**src/rtl/spram32_arb.sv**
```systemverilog
// Two-requester arbiter in front of a 32K x 32 single-port memory.
// Round-robin between requesters, bounded lock for read-modify-write,
// and a registered read-valid per requester.
module spram32_arb #(
  parameter int unsigned ASZ      = 15,
  parameter int unsigned DSZ      = 32,
  parameter int unsigned MAX_LOCK = 8
) (
  input  logic           clk,
  input  logic           rst,
  input  logic           req0,
  input  logic           req1,
  input  logic           we0,
  input  logic           we1,
  input  logic           lock0,
  input  logic           lock1,
  input  logic [ASZ-1:0] ai0,
  input  logic [ASZ-1:0] ai1,
  input  logic [3:0]     bmsk0,
  input  logic [3:0]     bmsk1,
  input  logic [DSZ-1:0] vi0,
  input  logic [DSZ-1:0] vi1,
  output logic           gnt0,
  output logic           gnt1,
  output logic           rv0,
  output logic           rv1,
  output logic [DSZ-1:0] vo0,
  output logic [DSZ-1:0] vo1,
  output logic [ASZ-1:0] mem_ai,
  output logic           mem_we,
  output logic [3:0]     mem_bmsk,
  output logic [DSZ-1:0] mem_vi,
  input  logic [DSZ-1:0] mem_vo
);

  localparam int unsigned CW = $clog2(MAX_LOCK + 1);

  typedef enum logic [1:0] {StIdle, StOwn0, StOwn1} state_e;

  state_e          state_q, state_d;
  logic            last_q, last_d;
  logic [CW-1:0]   lock_cnt_q, lock_cnt_d;
  logic [CW-1:0]   cnt_base;
  logic            rv0_q, rv1_q;

  // Grant decision: locked owner first, otherwise round-robin on contention.
  always_comb begin
    gnt0 = 1'b0;
    gnt1 = 1'b0;
    if (!rst) begin
      if (state_q == StOwn0 && req0) begin
        gnt0 = 1'b1;
      end else if (state_q == StOwn1 && req1) begin
        gnt1 = 1'b1;
      end else if (req0 && req1) begin
        if (last_q) gnt0 = 1'b1;
        else        gnt1 = 1'b1;
      end else if (req0) begin
        gnt0 = 1'b1;
      end else if (req1) begin
        gnt1 = 1'b1;
      end
    end
  end

  // Next state, lock counter and round-robin pointer.
  always_comb begin
    state_d    = StIdle;
    lock_cnt_d = '0;
    last_d     = last_q;
    // A grant that is not a continuation of the current lock starts a fresh run.
    cnt_base   = '0;
    if ((gnt0 && state_q == StOwn0) || (gnt1 && state_q == StOwn1)) cnt_base = lock_cnt_q;
    if (gnt0) begin
      last_d = 1'b0;
      if (lock0 && cnt_base < CW'(MAX_LOCK - 1)) begin
        state_d    = StOwn0;
        lock_cnt_d = cnt_base + 1'b1;
      end
    end else if (gnt1) begin
      last_d = 1'b1;
      if (lock1 && cnt_base < CW'(MAX_LOCK - 1)) begin
        state_d    = StOwn1;
        lock_cnt_d = cnt_base + 1'b1;
      end
    end
  end

  // State registers; reset leaves requester 0 winning the first contention.
  always_ff @(posedge clk or posedge rst) begin
    if (rst) begin
      state_q    <= StIdle;
      last_q     <= 1'b1;
      lock_cnt_q <= '0;
    end else begin
      state_q    <= state_d;
      last_q     <= last_d;
      lock_cnt_q <= lock_cnt_d;
    end
  end

  // Memory command mux from the granted requester; all zero when idle.
  always_comb begin
    mem_ai   = '0;
    mem_we   = 1'b0;
    mem_bmsk = '0;
    mem_vi   = '0;
    if (gnt0) begin
      mem_ai   = ai0;
      mem_we   = we0;
      mem_bmsk = bmsk0;
      mem_vi   = vi0;
    end else if (gnt1) begin
      mem_ai   = ai1;
      mem_we   = we1;
      mem_bmsk = bmsk1;
      mem_vi   = vi1;
    end
  end

  // Read-valid tracks the one-cycle memory read latency.
  always_ff @(posedge clk or posedge rst) begin
    if (rst) begin
      rv0_q <= 1'b0;
      rv1_q <= 1'b0;
    end else begin
      rv0_q <= gnt0 & ~we0;
      rv1_q <= gnt1 & ~we1;
    end
  end

  assign rv0 = rv0_q;
  assign rv1 = rv1_q;
  assign vo0 = mem_vo;
  assign vo1 = mem_vo;

endmodule
```
**config.mk**
```make
export PLATFORM = sky130hd
export DESIGN_NAME = spram32_arb
export DESIGN_NICKNAME = d
export VERILOG_FILES = /design/src/rtl/spram32_arb.sv
export SDC_FILE = /design/constraint.sdc
export NUM_CORES = 1
export LEC_CHECK = 0
export ABC_AREA = 1
export BUFFER_PORTS_ARGS = -buffer_cell sky130_fd_sc_hd__buf_2
export CAP_MARGIN = 5
export CORE_AREA = 2 2 102 104
export DETAILED_ROUTE_END_ITERATION = 8
export DIE_AREA = 0 0 104 106
export PLACE_DENSITY = 0.58
export SYNTH_ARGS = -nofsm -noshare
export SYNTH_HDL_FRONTEND = slang
export SYNTH_SLANG_ARGS = --single-unit
export TNS_END_PERCENT = 1
```
**constraint.sdc**
```tcl
create_clock -name clk -period 4.1 [get_ports clk]
set_input_delay 0.82 -clock clk [delete_from_list [all_inputs] [get_ports clk]]
set_output_delay 0.82 -clock clk [all_outputs]
set_load 0.02 [all_outputs]
```
==> key figures <==
Status
  – Status: completed

Clocking
  – Clk_lat worst skew: 0.23 ns
  – Setup Fix Bufs, Post-CTS: 0
  – H-tree levels: 1
  – Post-CTS sizing: 0
  – Max Buffers Root-to-Sink: 2
  – Hold Buf Count CTS: 0
  – CTS tree: yes
  – Clock Tree Root: clkbuf_8
  – Reg clk slew, reported paths: 0.05 ns
  – Clock tree sinks: 9
  – CTS buffer count: 3

Synthesis
  – Post-synth cell types: 22
  – Synthesized area per cell: 8.34 µm²
  – Top_reg_cell synth: dfrtp_1
  – #FFs+latches synth: 9
  – Post-synth EDFFs: 0
  – Seq/Total Area, Yosys: 0.144
  – Mapped Nets: 332
  – Mapped cell area: 1580 µm²
  – Synth warnings: 0
  – Synth Instances: 189
  – Async SR Flop Fraction: 1.00

Critical path
  – Worst-path cell chain: buf_2 > inv_1 > nand3_2 > inv_4 > a22o_1 > buf_2
  – Top Family by Delay on Critical Path: buffers and inverters
  – Worst-path fanout max: 54
  – Crit path largest cell delay: 0.44 ns
  – Critical Path AT: 2.43 ns
  – WP data required: 3.28 ns
  – CP Capture Type: output port
  – RR Startpoint: state_q[0]
  – Most frequent CP cell: buf_2
  – Slowest CP cell: inv_4
  – Setup crit start: rst
  – CP Buf/Inv Count: 4
  – Type of origin of the critical path: input pin
  – WS Path Type: input pin to output port

Final layout
  – Ant diodes: 0
  – Commonest non-fill, non-tap cell in the layout: buf_2
  – Share of cells above drive strength 1: 0.651
  – Nets: 428
  – Most frequent cells in the layout: 165 x buf_2, 51 x a22o_1, 11 x inv_1, 10 x nand2_1, 8 x dfrtp_1
  – FILL cells: 1131
  – Final core occ: 0.202
  – Area grow syn2layout: 28.4%

STA
  – Skew final: 0.00452 ns
  – Fin. Hold Viols: 0
  – Count of final setup violators: 0
  – FMAX: 0.308 GHz
  – Slew Limit Fails: 0
  – RSZ-0062 raised after global routing: false
  – Post-route minimum period: 3.25 ns
  – Worst-margin pin slew: 0.563 ns
  – Final period util: 0.793
  – Relative slew slack: 0.625
  – Final setup TNS: 0 ns
  – Tightest hold margin: 0.559 ns

Global route
  – Tot GR Track Use: 0.0860
  – Pin count of the biggest net entering global routing: 55
  – Vias in the first global route: 1683
  – Initial antenna violation count: 0
  – First-pass GRT wire length: 7870 µm
  – Total grt overflow: 0

Place
  – Port Buf Inserts: 165
  – Routability cong.: 0.799
  – Post-detail-place hpwl: 4400 µm

Power and ir drop
  – Cell Int Power: 0.000277 W
  – Clock Power Share: 0.217
  – Pwr dens: 232 nW/µm²
  – Switching share of power: 0.411
  – Gate power share: 0.571
  – Leakage power: 1.22 nW
  – Power share of the sequential group: 0.212
  – Psw: 0.000193 W
  – Peak VDD IR: 0.198 mV

Detailed routing
  – DRT iter0 DRCs: 74
  – Via Count: 1701
  – Drt first pass iters: 4
  – Final WL: 5220 µm
  – Antenna Nets Post-Route: 0
  – Via density: 4.05
  – Drt wl/cell: 12.4 µm
  – DRC: 0

Floorplanning
  – Die Y: 106 µm
  – Initial Util: 0.158
  – Die area: 11000 µm²
  – Die width: 104 µm
  – Core Area: 10000 µm²
  – Num ports: 262
  – Placement row count: 37

Hold path
  – Hold path start: last_q
  – Worst hold path class: flop to flop

Job
  – # Max-Cap Violations: 0
## sequential cells by signal, summed over array words and instances (netlist names)
register,flops
lock_cnt_q,4
state_q,2
last_q,1
rv0,1
rv1,1
## worst paths after layout
path | slack (ns) | cells after the start | to
worst min-delay path | 0.56 | 2 | last_q
min in group asynchronous | 0.62 | 2 | state_q[1]
worst min register to register | 0.56 | 2 | last_q
worst max register to register | 2.39 | 9 | lock_cnt_q[0]
worst max-delay path | 0.85 | 6 | mem_vi[9]
max in group asynchronous | 3.13 | 2 | last_q
## tightest hold or removal path: stages (launching register included)
cell	delay [ns]
dfstp_2	0.37
o21ai_0	0.15
inv_1	0.04
## synthesized netlist by cell type (2+ instances only)
library cell | count | area, µm²
buf_4 | 64 | 480
nand2_2 | 3 | 18.8
inv_4 | 2 | 12.5
nand3_1 | 3 | 15.0
a22o_1 | 51 | 447
dfrtp_1 | 8 | 200
a21boi_0 | 2 | 15.0
nand3_2 | 7 | 70.1
nand2_1 | 10 | 37.5
a21oi_1 | 4 | 20.0
nor2_1 | 5 | 18.8
buf_6 | 10 | 113
inv_1 | 11 | 41.3
## stage by stage
step / cell area (µm²) / instances / worst slack (ns) / total power [W]
3_5_place_dp: 1980 / 416 / 0.823 / 0.000372
4_1_cts: 2020 / 420 / 0.828 / 0.000476
2_1_floorplan: 1580 / 189 / 1.35 / 0.000365
3_3_place_gp: 1980 / 416 / 0.893 / 0.000368
6_report: 2020 / 420 / 0.849 / 0.000470
5_1_grt: 2020 / 420 / 0.685 / 0.000500
## logic make-up after synthesis
family / Yosys count / share of synthesized area
DFF: 9 / 0.144
and+or+nand+nor: 31 / 0.117
adders and majority gates: 1 / 0.00794
buffers and inverters: 88 / 0.413
AOI/OAI and AO/OA: 60 / 0.319
## routing by layer
metal	global-route usage	share of wire
met2	0.160	0.51
met5	0	0
met3	0.0331	0.12
met1	0.0879	0.35
met4	0.0290	0.023
## layout make-up
| cell class | instances | area [µm²] | share of cell area |
|---|---|---|---|
| Clock buffer | 4 | 45.0 | 0.0222 |
| Inverter | 14 | 57.6 | 0.0284 |
| Multi-Input combinational cell | 92 | 699 | 0.345 |
| Sequential cell | 9 | 226 | 0.112 |
| Tap cell | 136 | 170 | 0.0841 |
| Timing Repair Buffer | 165 | 826 | 0.408 |
## power groups by stage
stage	combinational [W]	sequential [W]	clock, W
2_1_floorplan	0.000263	0.000102	0
3_3_place_gp	0.000268	0.000101	0
3_5_place_dp	0.000271	0.000101	0
4_1_cts	0.000271	0.0000997	0.000105
5_1_grt	0.000290	0.000100	0.000109
6_report	0.000268	0.0000997	0.000102
(Power assumes the default switching activity.)
